===== config.mk =====
export PLATFORM = sky130hd
export DESIGN_NAME = cfg_chain_loader_flat
export DESIGN_NICKNAME = d
export VERILOG_FILES = /design/src/rtl/cfg_chain_loader_if.sv /design/src/rtl/cfg_chain_loader.sv /design/src/flat_wrapper.sv
export SDC_FILE = /design/constraint.sdc
export NUM_CORES = 1
export LEC_CHECK = 0
export BUFFER_PORTS_ARGS = -buffer_cell sky130_fd_sc_hd__buf_4
export CAP_MARGIN = 20
export CORE_MARGIN = 2
export CORE_UTILIZATION = 55
export CTS_CLUSTER_DIAMETER = 120
export DETAILED_ROUTE_END_ITERATION = 6
export PLACE_DENSITY = 0.77
export REMOVE_ABC_BUFFERS = 1
export SETUP_SLACK_MARGIN = 0.5
export SYNTH_ARGS = -nofsm -noshare
export SYNTH_HDL_FRONTEND = slang
export SYNTH_SLANG_ARGS = --single-unit

===== constraint.sdc =====
create_clock -name CLK -period 4.72 [get_ports CLK]
set_input_delay 0.708 -clock CLK [delete_from_list [all_inputs] [get_ports CLK]]
set_output_delay 0.708 -clock CLK [all_outputs]
set_load 0.03 [all_outputs]

===== src/rtl/cfg_chain_loader_if.sv =====
// ---------------------------------------------------------------------------
// cfg_chain_loader_if
//   Host/flash byte port feeding the configuration chain loader.
//
//   Handshake: a byte moves from host to loader on a rising CLK edge where
//   DIN_VALID and DIN_READY are both high. DIN_VALID while DIN_READY is low
//   is ignored. DIN only has to be valid in the transfer cycle itself.
//   DIN_READY is combinational from loader state and never depends on
//   DIN_VALID, so the host may wait for READY before raising VALID.
//
//   Signals
//     DIN        host -> loader  8  config byte, bit 0 shifted first
//     DIN_VALID  host -> loader  1  DIN carries a byte
//     DIN_READY  loader -> host  1  loader accepts DIN this cycle
//
//   Modports
//     master : host side (drives DIN / DIN_VALID)
//     slave  : loader side (drives DIN_READY)
// ---------------------------------------------------------------------------
interface cfg_chain_loader_if;
  logic [7:0] DIN;
  logic       DIN_VALID;
  logic       DIN_READY;

  modport master (
    output DIN,
    output DIN_VALID,
    input  DIN_READY
  );

  modport slave (
    input  DIN,
    input  DIN_VALID,
    output DIN_READY
  );
endinterface


===== src/rtl/cfg_chain_loader.sv =====
// ---------------------------------------------------------------------------
// cfg_chain_loader
//   Sequences fabric configuration. After START it takes bytes from the host
//   port, requires the first one to be SYNC_BYTE, then serialises exactly
//   CHAIN_LEN bits (LSB of each byte first) into the tile config chain. It
//   then pulses CFG_LATCH for LATCH_CYCLES cycles and releases FABRIC_RST.
//   Bits of the final byte beyond CHAIN_LEN are never shifted.
//
//   Parameters
//     CHAIN_LEN     total config bits in the chain (>= 1)
//     SYNC_BYTE     required first byte of every load
//     LATCH_CYCLES  cycles CFG_LATCH stays high (>= 1)
//
//   Ports
//     CLK         in   clock
//     RST         in   synchronous reset, active-high
//     START       in   single-cycle load request (IDLE/DONE/ERROR only)
//     host        if   byte port (slave modport), see cfg_chain_loader_if
//     CFG_DO      out  serial data into the chain head
//     CFG_SHIFT   out  chain captures CFG_DO on this CLK edge
//     CFG_LATCH   out  chain shadow -> active configuration
//     FABRIC_RST  out  high holds the user fabric in reset
//     BUSY        out  load in progress (SYNC/SHIFT/LATCH)
//     DONE        out  configuration active, fabric released
//     ERR         out  sticky sync error (cleared by a new START)
//     STATE_DBG   out  current FSM state code, for observation only
//
//   All outputs are registered except host.DIN_READY.
// ---------------------------------------------------------------------------
module cfg_chain_loader #(
  parameter int unsigned CHAIN_LEN    = 64,
  parameter logic [7:0]  SYNC_BYTE    = 8'hA5,
  parameter int unsigned LATCH_CYCLES = 2
) (
  input  logic                CLK,
  input  logic                RST,
  input  logic                START,
  cfg_chain_loader_if.slave   host,
  output logic                CFG_DO,
  output logic                CFG_SHIFT,
  output logic                CFG_LATCH,
  output logic                FABRIC_RST,
  output logic                BUSY,
  output logic                DONE,
  output logic                ERR,
  output logic [2:0]          STATE_DBG
);

  // -------------------------------------------------------------------------
  // Widths and constants
  // -------------------------------------------------------------------------
  localparam int CNT_W = $clog2(CHAIN_LEN + 1);
  localparam int LAT_W = (LATCH_CYCLES > 1) ? $clog2(LATCH_CYCLES) : 1;

  localparam logic [CNT_W-1:0] CNT_ONE  = CNT_W'(1);
  localparam logic [CNT_W-1:0] LAST_BIT = CNT_W'(CHAIN_LEN - 1);
  localparam logic [LAT_W-1:0] LAT_ONE  = LAT_W'(1);
  localparam logic [LAT_W-1:0] LAT_LAST = LAT_W'(LATCH_CYCLES - 1);

  localparam logic [2:0] S_IDLE  = 3'd0;
  localparam logic [2:0] S_SYNC  = 3'd1;
  localparam logic [2:0] S_SHIFT = 3'd2;
  localparam logic [2:0] S_LATCH = 3'd3;
  localparam logic [2:0] S_DONE  = 3'd4;
  localparam logic [2:0] S_ERROR = 3'd5;

  // -------------------------------------------------------------------------
  // State
  // -------------------------------------------------------------------------
  logic [2:0]       state;
  logic [7:0]       shift_buf;  // shift_buf[0] is the bit on CFG_DO
  logic [3:0]       buf_left;   // unshifted bits held in shift_buf, 0..8
  logic [CNT_W-1:0] bit_cnt;    // bits already clocked into the chain
  logic [LAT_W-1:0] latch_cnt;

  logic shifting;
  logic din_ready;
  logic din_xfer;

  assign STATE_DBG = state;

  // -------------------------------------------------------------------------
  // Byte acceptance
  //   In SHIFT a new byte is taken when the buffer is empty, or when its
  //   last bit leaves on this edge, so consecutive bytes stream at one bit
  //   per cycle without a bubble.
  // -------------------------------------------------------------------------
  always_comb begin
    shifting  = (state == S_SHIFT) && (buf_left != 4'd0);
    din_ready = 1'b0;
    if (state == S_SYNC) begin
      din_ready = 1'b1;
    end else if (state == S_SHIFT) begin
      din_ready = (buf_left == 4'd0) || ((buf_left == 4'd1) && shifting);
    end
    din_xfer = host.DIN_VALID && din_ready;
  end

  assign host.DIN_READY = din_ready;

  // -------------------------------------------------------------------------
  // FSM and registered outputs
  //   CFG_SHIFT/CFG_DO are loaded with the values for the coming cycle, so
  //   CFG_SHIFT is high exactly while buf_left is non-zero in SHIFT and
  //   CFG_DO always equals shift_buf[0] while it is.
  // -------------------------------------------------------------------------
  always_ff @(posedge CLK) begin
    if (RST) begin
      state      <= S_IDLE;
      shift_buf  <= 8'd0;
      buf_left   <= 4'd0;
      bit_cnt    <= '0;
      latch_cnt  <= '0;
      CFG_DO     <= 1'b0;
      CFG_SHIFT  <= 1'b0;
      CFG_LATCH  <= 1'b0;
      FABRIC_RST <= 1'b1;
      BUSY       <= 1'b0;
      DONE       <= 1'b0;
      ERR        <= 1'b0;
    end else begin
      case (state)
        S_IDLE: begin
          if (START) begin
            state <= S_SYNC;
            BUSY  <= 1'b1;
          end
        end

        S_SYNC: begin
          if (din_xfer) begin
            if (host.DIN == SYNC_BYTE) begin
              state    <= S_SHIFT;
              bit_cnt  <= '0;
              buf_left <= 4'd0;
            end else begin
              state <= S_ERROR;
              BUSY  <= 1'b0;
              ERR   <= 1'b1;
            end
          end
        end

        S_SHIFT: begin
          if (shifting && (bit_cnt == LAST_BIT)) begin
            // Final chain bit goes out on this edge; whatever is left in
            // the buffer (and any byte taken this cycle) is discarded.
            bit_cnt   <= bit_cnt + CNT_ONE;
            buf_left  <= 4'd0;
            CFG_SHIFT <= 1'b0;
            CFG_DO    <= 1'b0;
            CFG_LATCH <= 1'b1;
            latch_cnt <= '0;
            state     <= S_LATCH;
          end else begin
            if (shifting) begin
              bit_cnt <= bit_cnt + CNT_ONE;
            end
            if (din_xfer) begin
              // Buffer is empty or drains on this edge: refill it.
              shift_buf <= host.DIN;
              buf_left  <= 4'd8;
              CFG_SHIFT <= 1'b1;
              CFG_DO    <= host.DIN[0];
            end else if (buf_left > 4'd1) begin
              shift_buf <= {1'b0, shift_buf[7:1]};
              buf_left  <= buf_left - 4'd1;
              CFG_SHIFT <= 1'b1;
              CFG_DO    <= shift_buf[1];
            end else begin
              // Buffer empties (or stays empty): chain holds.
              buf_left  <= 4'd0;
              CFG_SHIFT <= 1'b0;
              CFG_DO    <= 1'b0;
            end
          end
        end

        S_LATCH: begin
          if (latch_cnt == LAT_LAST) begin
            state      <= S_DONE;
            CFG_LATCH  <= 1'b0;
            BUSY       <= 1'b0;
            DONE       <= 1'b1;
            FABRIC_RST <= 1'b0;
          end else begin
            latch_cnt <= latch_cnt + LAT_ONE;
          end
        end

        S_DONE, S_ERROR: begin
          if (START) begin
            state      <= S_SYNC;
            BUSY       <= 1'b1;
            DONE       <= 1'b0;
            ERR        <= 1'b0;
            FABRIC_RST <= 1'b1;
          end
        end

        default: begin
          state <= S_IDLE;
        end
      endcase
    end
  end

endmodule


===== src/flat_wrapper.sv =====
// flat-port wrapper written by rule: the top's interface ports become plain ports
module cfg_chain_loader_flat 
#(
  parameter int unsigned CHAIN_LEN    = 64,
  parameter logic [7:0]  SYNC_BYTE    = 8'hA5,
  parameter int unsigned LATCH_CYCLES = 2
)
  (CLK, RST, START, CFG_DO, CFG_SHIFT, CFG_LATCH, FABRIC_RST, BUSY, DONE, ERR, STATE_DBG, host_DIN, host_DIN_VALID, host_DIN_READY);
  cfg_chain_loader_if host_i ();
  input  logic CLK;
  input  logic RST;
  input  logic START;
  output logic CFG_DO;
  output logic CFG_SHIFT;
  output logic CFG_LATCH;
  output logic FABRIC_RST;
  output logic BUSY;
  output logic DONE;
  output logic ERR;
  output logic [2:0] STATE_DBG;
  input wire logic [$bits(host_i.DIN)-1:0] host_DIN;
  input wire logic [$bits(host_i.DIN_VALID)-1:0] host_DIN_VALID;
  output wire logic [$bits(host_i.DIN_READY)-1:0] host_DIN_READY;
  assign host_i.DIN = host_DIN;
  assign host_i.DIN_VALID = host_DIN_VALID;
  assign host_DIN_READY = host_i.DIN_READY;
  cfg_chain_loader #(.CHAIN_LEN(CHAIN_LEN), .SYNC_BYTE(SYNC_BYTE), .LATCH_CYCLES(LATCH_CYCLES)) u_core (.CLK(CLK), .RST(RST), .START(START), .host(host_i), .CFG_DO(CFG_DO), .CFG_SHIFT(CFG_SHIFT), .CFG_LATCH(CFG_LATCH), .FABRIC_RST(FABRIC_RST), .BUSY(BUSY), .DONE(DONE), .ERR(ERR), .STATE_DBG(STATE_DBG));
endmodule

==> results of run 1 <==
## cell usage in the layout (no fill, tap or decap), drive strengths merged, types with 2 or more instances in the layout
cell type  count
o41a           2
inv            9
nand2b         3
a311oi         6
o211ai         3
a211oi         3
nand3         13
dfxtp         29
a21oi         19
buf           22
nor3           6
or3            2
o2111ai        4
nor2           8
a21boi         2
nand4b         4
or3b           3
and3           2
o21ai         11
clkbuf         7
and4b          2
o21a           2
a31oi          3
nor2b          3
nand3b         2
a211o          2
ha             3
nand2         13
nor3b          4
## synthesized netlist by cell type, types with 2 or more instances
master	n	share of area [%]
dfxtp_1	29	35
a21oi_1	19	5.7
nand2_1	13	2.9
nand3_1	12	3.6
o21ai_0	11	3.3
inv_1	9	2.0
nor2_1	8	1.8
a311oi_1	6	3.1
nor3_1	6	1.8
buf_2	5	1.5
clkbuf_1	5	1.1
nand4b_1	4	2.1
o2111ai_1	4	2.1
a31oi_1	3	1.1
buf_4	3	1.3
ha_1	3	2.2
nor2b_1	3	1.1
o211ai_1	3	1.3
or3b_1	3	1.6
a211o_1	2	1.0
a211oi_1	2	0.90
and3_1	2	0.75
and4b_1	2	1.2
nand2b_1	2	0.75
nand3b_1	2	0.90
nor3b_1	2	0.90
o21a_1	2	0.90
o41a_1	2	1.3
or3_1	2	0.75
## worst min-delay path: stages (launching register included)
cell     delay (ns)
dfxtp_1        0.32
nand2_1        0.05
nand2_1        0.04
## worst max-delay path by stage
stage                        startpoint             endpoint  depth (start not counted)
floorplan           u_core.STATE_DBG[1]       host_DIN_READY                          2
global placement            host_DIN[6]   u_core.buf_left[3]                          5
detailed placement          host_DIN[6]   u_core.buf_left[3]                          5
CTS                 u_core.STATE_DBG[1]       host_DIN_READY                          3
global route        u_core.STATE_DBG[1]  u_core.shift_buf[4]                          4
finish              u_core.STATE_DBG[1]  u_core.shift_buf[5]                          4
## logic make-up (layout without fill, tap and decap cells)
group           after synthesis  count (layout)  share of synthesized area (%)
simple gates                 74              74                           29.3
compound gates               65              65                           26.5
flops                        29              29                           34.7
buf+inv                      22              38                           5.98
fa+ha+maj                     3               3                           2.24
mux                           2               2                           1.27
## power groups by stage
stage	Sequential (W)	Clock [W]	Combinational, W
2_1_floorplan	0.000262	0	0.0000198
3_3_place_gp	0.000257	0	0.0000465
3_5_place_dp	0.000257	0	0.0000476
4_1_cts	0.000252	0.000159	0.0000480
5_1_grt	0.000253	0.000168	0.0000522
6_report	0.000252	0.000154	0.0000484
## per-layer routing
| layer | vias to the layer above | share of wire, % | track usage [%] |
|---|---|---|---|
| met5 | - | 0 | 0 |
| met4 | 0 | 0.97 | 7.47 |
| met3 | 7 | 6.2 | 6.99 |
| met2 | 55 | 49 | 41.1 |
| met1 | 758 | 44 | 33.9 |
| li1 | 785 | - | - |
## registers in the layout, summed over array words and instances (netlist names)
name,count
u_core.bit_cnt,7
u_core.shift_buf,7
u_core.buf_left,4
u_core.STATE_DBG,3
u_core.BUSY,1
u_core.CFG_DO,1
u_core.CFG_LATCH,1
u_core.CFG_SHIFT,1
u_core.DONE,1
u_core.ERR,1
u_core.FABRIC_RST,1
u_core.latch_cnt,1
## final cells by class
type	instances	area (um^2)	share of cell area, %
clock buffers	7	55.1	2.95
flip-flops and latches	29	581	31.1
multi-input cells	144	993	53.1
well taps	33	41.3	2.21
repair buffers	22	165	8.84
inverters	9	33.8	1.81
## per-stage QoR
stage          area [um^2]  instances  power, W  hold WS, ns  utilization (%)
2_1_floorplan         1610        182  0.000282        0.445                -
3_5_place_dp          1810        237  0.000305        0.438             60.9
4_1_cts               1870        244  0.000459        0.454             62.8
3_3_place_gp          1810        237  0.000304        0.435             60.9
6_report              1870        244  0.000455        0.451             62.8
5_1_grt               1870        244  0.000473        0.471             62.8
==> results by group, run 1 <==
CTS
  – CTS tree: built
  – Hold_buf cts: 0
  – Root Buffer: clkbuf_4
  – CTS buffer count: 5
  – CTS Buffer Depth: 2
  – Cts repair resizes: 0
  – Clk sinks: 29
  – Clock Latency Late Sink: around 0.33 ns
  – H-Tree Depth: 2
  – Post-CTS Setup Inserts: 0
  – CTS clk-pin slew, worst paths: 0.09 ns

Hold path
  – Hold depth: 2
  – Min-delay src: u_core.FABRIC_RST
  – Worst Hold Class: reg -> reg
  – Worst hold endpoint: u_core.FABRIC_RST

Setup path
  – Worst-path fanout max: 20
  – Reg-to-reg endpoint: u_core.shift_buf[5]
  – Reg-to-reg setup timing slack: ~2.4 ns
  – Cell family with most CP delay: simple AND/OR/NAND/NOR gates
  – Crit path buffers/inverters: 0
  – Crit start category: flop
  – Crit end category: flop
  – Critical Path RT: 4.95 ns
  – CP Data Arrival Time: between 2 and 3 ns
  – Reg2reg path depth: 4
  – Crit path kind: reg -> reg
  – Slowest CP cell: dfxtp_1
  – CP Cell Sequence: nor3b_4 -> nand4_2 -> and2_1 -> a311oi_1
  – Slowest stage delay, CP: around 0.67 ns
  – R2r startpoint: u_core.STATE_DBG[1]

Finish
  – Fill cells: 268
  – Antenna diodes: 0
  – # nets final: between 200 and 250
  – Layout cells sized above 1: a little under a fifth
  – Area delta synth->final: 11.7%

Place
  – Input/output buffers: 22
  – DP Worst Slack: about 2.5 ns
  – Routability cong.: 0.857
  – Detailed placement HPWL: roughly 2900 um

Power
  – Static leakage: 0.647 nW
  – Switching pwr: between 0.0001 and 0.00015 W
  – Internal power: between 0.0003 and 0.0004 W
  – Flop pwr share: ~55%
  – Worst vdd ir: around 0.13 mV
  – Power per cell area: between 200 and 250 nW/um^2
  – Switching part of the total: 25.8%
  – Comb pwr share: about a tenth
  – Clock network power share: 34.0%

STA
  – Max-Slew Margin vs Limit: a little under two thirds
  – Pins Over Slew Limit: 0
  – Final Cycle Share: approximately half
  – Minimum clock period: 2.28 ns
  – Max Fclk: roughly 0.44 GHz
  – Clock Skew: just over 0.008 ns
  – Setup TNS: 0 ns
  – Worst setup margin: approximately 2.4 ns
  – Final setup vio count: 0
  – RSZ-0062 raised after global routing: false
  – Worst-Margin Slew: about 0.55 ns
  – Hold Vio Cnt, Final: 0

Floorplanning
  – Io pins: 23
  – Die Y: 59.2 um
  – Row count: 20
  – Die X: roughly 59 um
  – Initial core utilization: 56.2%
  – CORE AREA: 2980 um^2
  – Die ar.: about 3500 um^2

Global routing
  – Gr ovfl total: 0
  – Vias in the first global route: 1501
  – Initial antenna violation count: 0
  – Largest net degree at the start of global routing: 29
  – Global-route wire length before repair: about 7000 um
  – Gr usage total: between 20% and 30%

Synth
  – Syn Inst Count: about 200
  – Post-synthesis sequential area ratio: between 30% and 40%
  – Avg Cell Area, Syn: roughly 8.6 um^2
  – Synth Cell Area: roughly 1700 um^2
  – Synth unique cells: 55
  – Ys Warns: 0
  – Top_reg_cell synth: dfxtp_1
  – Number of synthesized flops with an enable pin: 0
  – Synth Register Bits: 29
  – Ys async rst share: 0%

Detailed routing
  – Starting DRT DRC Count: 94
  – WL/cell: 16.5 um
  – Vias post-DR: between 1500 and 2000
  – WL final: about 4000 um
  – Drt first pass iters: 4
  – Vias per cell: 6.58
  – DRC Markers: 0
  – ANT nets after route: 0

Status
  – Status: complete, no violations

Job
  – Maxcap violations: 0
Note: power is estimated with default switching activity, not from simulation.
==> inputs of run 2 (changes only) <==
CORE_UTILIZATION = 51   (was 55)
PLACE_DENSITY = 0.75   (was 0.77)
clock period = 1.9 ns   (was 4.72 ns; I/O delays follow)
==> run 2 against run 1 <==
Die area rose by 7.3%; cell area up 29%; register-to-register slack worse by 2.2 ns; global-route usage increased by 4.5 points; largest power group unchanged; highest routed layer unchanged.
==> results by group, run 2 (synthesis gave the netlist of run 1 again) <==
STA
  – Hold Vio Cnt, Final: 0 (unchanged)
  – RSZ-0062 raised after global routing: true
  – Final setup vio count: 0 (unchanged)
  – Pins Over Slew Limit: 0 (unchanged)
  – Clock Skew: 0.00444 ns (-0.00385 ns)
  – Max Fclk: just over 0.6 GHz
  – Final Cycle Share: around 87%
  – WHS: 0.218 ns (-0.232 ns)
  – Worst-Margin Slew: 0.444 ns (-0.103 ns)
  – Minimum clock period: between 1.5 and 2 ns
  – Setup TNS: 0 ns (unchanged)
  – Max-Slew Margin vs Limit: 70.3% (+6.8 points)

Finish
  – Final Cell Area: 2400 um^2 (+29%)
  – Layout cells sized above 1: 48.0% (+29 points)
  – # nets final: 258 (+14%)
  – Top Registers: u_core.bit_cnt: 7 flops, u_core.shift_buf: 7 flops, u_core.buf_left: 4 flops
  – Area delta synth->final: 43.6%
  – Leading cell type in the layout, fill and taps excluded: buf_4
  – Fill cells: 208 (-22%)
  – Most frequent cells in the layout: buf_4, dfxtp_1
  – Antenna diodes: 0 (unchanged)
  – Flip-flop and latch area: 601 um^2 (+3.4%)
  – Area of the multi-input gates: 1230 um^2 (+24%)

Global routing
  – Vias in the first global route: 1770 (+18%)
  – Largest net degree at the start of global routing: 29 (unchanged)
  – Gr ovfl total: 0 (unchanged)
  – Gr usage total: 30.2% (+4.5 points)
  – Global-route wire length before repair: 8250 um (+18%)
  – Initial antenna violation count: 0 (unchanged)

Detailed routing
  – DRC Markers: 0 (unchanged)
  – Drt first pass iters: 4 (unchanged)
  – Starting DRT DRC Count: 167 (+78%)
  – Metal2 WL: 2610 um (+34%)
  – Met1 Wirelength: 2140 um (+20%)
  – Max Used Layer: met4
  – ANT nets after route: 0 (unchanged)
  – WL final: 5260 um (+31%)
  – WL/cell: 18.3 um (+11%)
  – Vias post-DR: 1838 (+15%)
  – Vias per cell: 6.38 (-3.0%)
  – Met3 wire length: 283 um (+13%)

Hold path
  – Worst Hold Class: in -> reg

Setup path
  – CP Data Arrival Time: 1.37 ns (-1.14 ns)
  – Critical Path RT: 1.62 ns (-3.33 ns)
  – Crit start category: flop
  – Crit path kind: reg -> out
  – Crit end category: output port
  – Worst-path fanout max: 6 (-70%)

Power
  – Power per cell area: 480 nW/um^2 (+97%)
  – Clock network power share: 32.3% (-1.7 points)
  – Flop pwr share: 53.8% (-1.6 points)
  – Static leakage: 0.893 nW (+38%)
  – Switching pwr: 0.000325 W (+180%)
  – Worst vdd ir: 0.393 mV (+190%)
  – Comb pwr share: 13.9% (+3.3 points)
  – Internal power: 0.000829 W (+150%)
  – Switching part of the total: 28.2% (+2.3 points)

Place
  – Routability cong.: 0.868 (+1.3%)
  – Post-Place Cell Area: 1870 um^2 (+3.2%)
  – Input/output buffers: 22 (unchanged)
  – Detailed placement HPWL: 2930 um (+2.8%)

Floorplanning
  – Die ar.: 3760 um^2 (+7.3%)
  – Die X: 61.3 um (+3.6%)
  – Die Y: 61.3 um (+3.6%)
  – Row count: 20 (unchanged)
  – Io pins: 23 (unchanged)
  – Initial core utilization: 54.4% (-1.8 points)
  – CORE AREA: 3080 um^2 (+3.4%)

CTS
  – CTS Buffer Depth: 2 (unchanged)
  – Clk sinks: 29 (unchanged)
  – Hold_buf cts: 0 (unchanged)
  – H-Tree Depth: 2 (unchanged)
  – CTS buffer count: 5 (unchanged)
  – CTS clk-pin slew, worst paths: 0.09 ns (about the same)
  – Root Buffer: clkbuf_4
  – CTS tree: built
  – Clock Latency Late Sink: 0.35 ns (+0.02 ns)

Status
  – Status: complete, no violations

Job
  – Maxcap violations: 0 (unchanged)
run 2: routing by layer:
metal | global-route usage [%] | vias up
met3 | 6.51 | 26
met2 | 48.2 | 92
li1 | - | 843
met5 | 0 | -
met4 | 22.0 | 0
met1 | 35.6 | 877
run 2: worst max-delay path, cell delays in order (launching register included):
cell and delay, ns:
dfxtp_4 0.38, inv_4 0.06, ha_4 0.16, o2111ai_2 0.11, a21oi_2 0.17, buf_6 0.15
run 2: stage by stage:
| stage | util (%) | instances | setup slack [ns] | total power (W) |
|---|---|---|---|---|
| global route | 78.1 | 288 | 0.197 | 0.00119 |
| global placement | 60.9 | 254 | 0.127 | 0.000757 |
| detailed placement | 60.9 | 254 | 0.0939 | 0.000759 |
| finish | 78.1 | 288 | 0.244 | 0.00115 |
| CTS | 74.7 | 281 | 0.251 | 0.00113 |
| floorplan | - | 182 | -0.0987 | 0.000700 |
run 2: power by group through the flow:
stage / combinational, W / sequential [W] / clock (W)
final: 0.000160 / 0.000621 / 0.000373
after global routing: 0.000170 / 0.000622 / 0.000401
after CTS: 0.000139 / 0.000622 / 0.000368
after detailed placement: 0.000119 / 0.000640 / 0
after global placement: 0.000118 / 0.000639 / 0
after floorplan: 0.0000491 / 0.000650 / 0
run 2: timing repair:
action	CTS	global route
gates resized for setup	66	12
endpoints found under the setup margin	30	27
buffers inserted	19	7
pin swaps	26	12
run 2: cell type report:
cell class,count,area share (%)
flip-flops and latches,29,25.0
well taps,44,2.29
inverters,9,1.61
repair buffers,54,18.0
multi-input cells,144,51.1
clock buffers,8,2.03
run 2: worst paths after layout:
kind | startpoint | to | slack [ns] | depth (start not counted)
worst max-delay path | u_core.buf_left[0] | host_DIN_READY | 0.24 | 5
worst min-delay path | host_DIN[0] | u_core.CFG_DO | 0.22 | 3
worst max register to register | u_core.STATE_DBG[1] | u_core.shift_buf[1] | 0.25 | 5
worst min register to register | u_core.FABRIC_RST | u_core.FABRIC_RST | 0.45 | 2
==> inputs of run 3 (changes only) <==
==> constraint.sdc (replaced) <==
create_clock -name CLK -period 1.9 [get_ports CLK]
set_input_delay 0.285 -clock CLK [delete_from_list [all_inputs] [get_ports CLK]]
set_output_delay 0.285 -clock CLK [all_outputs]
set_load 0.01 [all_outputs]
==> run 3 against run 2 <==
Non-clock buffer count shrank 6; count of clock-buffer cells in the layout is the same; flip-flop and latch count is the same; largest cell class unchanged; global-route usage shrank 2.3 points; first-iteration DRC count grew 6.6%; total power shrank 1.8%; clock power is essentially flat; combinational power shrank 11%; largest power group unchanged; worst hold slack gained 0.0050 ns.
==> results by group, run 3 (synthesis gave the netlist of run 1 again) <==
Detailed routing
  – ANT nets after route: 0 (unchanged)
  – WL/cell: 18.0 um (-1.3%)
  – Starting DRT DRC Count: 178 (+6.6%)
  – Vias post-DR: 1797 (-2.2%)
  – Drt first pass iters: 6 (+2)
  – DRC Markers: 0 (unchanged)
  – WL final: 5080 um (-3.4%)
  – Vias per cell: 6.37 (-0.15%)

Floorplanning
  – Die X: 61.3 um (unchanged)
  – Initial core utilization: 54.4% (unchanged)
  – Io pins: 23 (unchanged)
  – Row count: 20 (unchanged)
  – CORE AREA: 3080 um^2 (unchanged)
  – Die Y: 61.3 um (unchanged)
  – Die ar.: 3760 um^2 (unchanged)

Job
  – Maxcap violations: 0 (unchanged)

STA
  – WHS: 0.223 ns (+0.00504 ns)
  – Hold Vio Cnt, Final: 0 (unchanged)
  – Pins Over Slew Limit: 0 (unchanged)
  – Max Fclk: 0.605 GHz (+0.14%)
  – Minimum clock period: 1.65 ns (-0.00236 ns)
  – Final Cycle Share: 87.0% (-0.12 points)
  – Worst-Margin Slew: 0.555 ns (+0.112 ns)
  – Max-Slew Margin vs Limit: 62.7% (-7.6 points)
  – Setup TNS: 0 ns (unchanged)
  – RSZ-0062 raised after global routing: true
  – Clock Skew: 0.00450 ns (+0.0000647 ns)
  – Final setup vio count: 0 (unchanged)

Global routing
  – Gr usage total: 28.0% (-2.3 points)
  – Vias in the first global route: 1644 (-7.1%)
  – Gr ovfl total: 0 (unchanged)
  – Largest net degree at the start of global routing: 29 (unchanged)
  – Global-route wire length before repair: 7770 um (-5.8%)
  – Initial antenna violation count: 0 (unchanged)

CTS
  – Clock Latency Late Sink: 0.35 ns (about the same)
  – CTS clk-pin slew, worst paths: 0.09 ns (about the same)
  – CTS Buffer Depth: 2 (unchanged)
  – Clk sinks: 29 (unchanged)
  – H-Tree Depth: 2 (unchanged)
  – CTS tree: built
  – CTS buffer count: 5 (unchanged)
  – Root Buffer: clkbuf_4
  – Hold_buf cts: 0 (unchanged)

Place
  – Input/output buffers: 22 (unchanged)
  – Detailed placement HPWL: 2930 um (unchanged)
  – Routability cong.: 0.868 (unchanged)
  – Placed cells: 254 (unchanged)

Setup path
  – Worst-path fanout max: 6 (unchanged)
  – Slowest CP cell: or3b_4
  – CP Cell Sequence: inv_4 -> ha_4 -> or3b_4 -> nand4_4 -> buf_4 -> a21oi_1 -> a311oi_1
  – Critical Path RT: 2.16 ns (+0.54 ns)
  – Crit start category: flop
  – Crit path kind: reg -> reg
  – Slowest stage delay, CP: 0.42 ns (+0.04 ns)
  – CP Data Arrival Time: 1.91 ns (+0.54 ns)
  – Crit end category: flop

Finish
  – Antenna diodes: 0 (unchanged)
  – Most frequent cells in the layout: buf_4, dfxtp_1, a21oi_2, nand3_1, nand2_1
  – # nets final: 252 (-2.3%)
  – Core Util, Final: 77.8% (-0.37 points)
  – Leading cell type in the layout, fill and taps excluded: buf_4
  – Area delta synth->final: 43.0%
  – Fill cells: 204 (-1.9%)
  – Top Registers: u_core.bit_cnt: 7 flops, u_core.shift_buf: 7 flops, u_core.buf_left: 4 flops
  – Fin cells: 282 (-2.1%)
  – Layout cells sized above 1: 48.7% (+0.79 points)

Hold path
  – Worst Hold Class: in -> reg

Power
  – Static leakage: 0.844 nW (-5.4%)
  – Worst vdd ir: 0.383 mV (-2.5%)
  – Power per cell area: 473 nW/um^2 (-1.4%)
  – Total Power: 0.00113 W (-1.8%)

Status
  – Status: complete, no violations
[run 3: worst max-delay path: cells and delay by family, from the launching register on]
family	cells	cell delay [ns]
and+or+nand+nor	2	0.53
AOI/OAI and AO/OA	2	0.32
buffers and inverters	2	0.18
adders and majority gates	1	0.16
DFF	1	0.37
[run 3: what timing repair did]
item / in CTS / in global routing
setup buffers: 14 / 6
endpoints found under the setup margin: 28 / 26
pin swaps: 19 / 19
gates resized for setup: 50 / 34
[run 3: final timing paths]
check / from / to / slack [ns] / cells after the start
hold reg to reg: u_core.FABRIC_RST / u_core.FABRIC_RST / 0.45 / 2
setup reg to reg: u_core.buf_left[0] / u_core.shift_buf[1] / 0.25 / 7
hold / removal: host_DIN[0] / u_core.CFG_DO / 0.22 / 3
setup / recovery: u_core.buf_left[0] / u_core.shift_buf[1] / 0.25 / 7
[run 3: power breakdown]
group / internal [W] / leakage, nW / switching, W
Clock: 0.000147 / 0.0265 / 0.000223
Sequential: 0.000611 / 0.239 / 0.0000106
Combinational: 0.0000658 / 0.579 / 0.0000761
[run 3: layer usage]
layer / vias up / share of wire (%) / global-route usage [%]
li1: 830 / - / -
met1: 851 / 41 / 34.4
met2: 92 / 49 / 47.3
met3: 24 / 6.7 / 5.67
met4: 0 / 3.9 / 11.8
met5: - / 0 / 0
[run 3: through the flow]
stage | worst slack (ns) | cell area, um^2
2_1_floorplan | 0.0562 | 1610
3_3_place_gp | 0.127 | 1870
3_5_place_dp | 0.0939 | 1870
4_1_cts | 0.280 | 2190
5_1_grt | 0.201 | 2390
6_report | 0.247 | 2390
[run 3: final cells by class]
cell class              instances  area, um^2  area share, %
clock buffers                   8        48.8           2.04
inverters                       9        38.8           1.62
multi-input cells             144        1270           53.2
flip-flops and latches         29         601           25.1
well taps                      44        55.1           2.30
repair buffers                 48         377           15.7
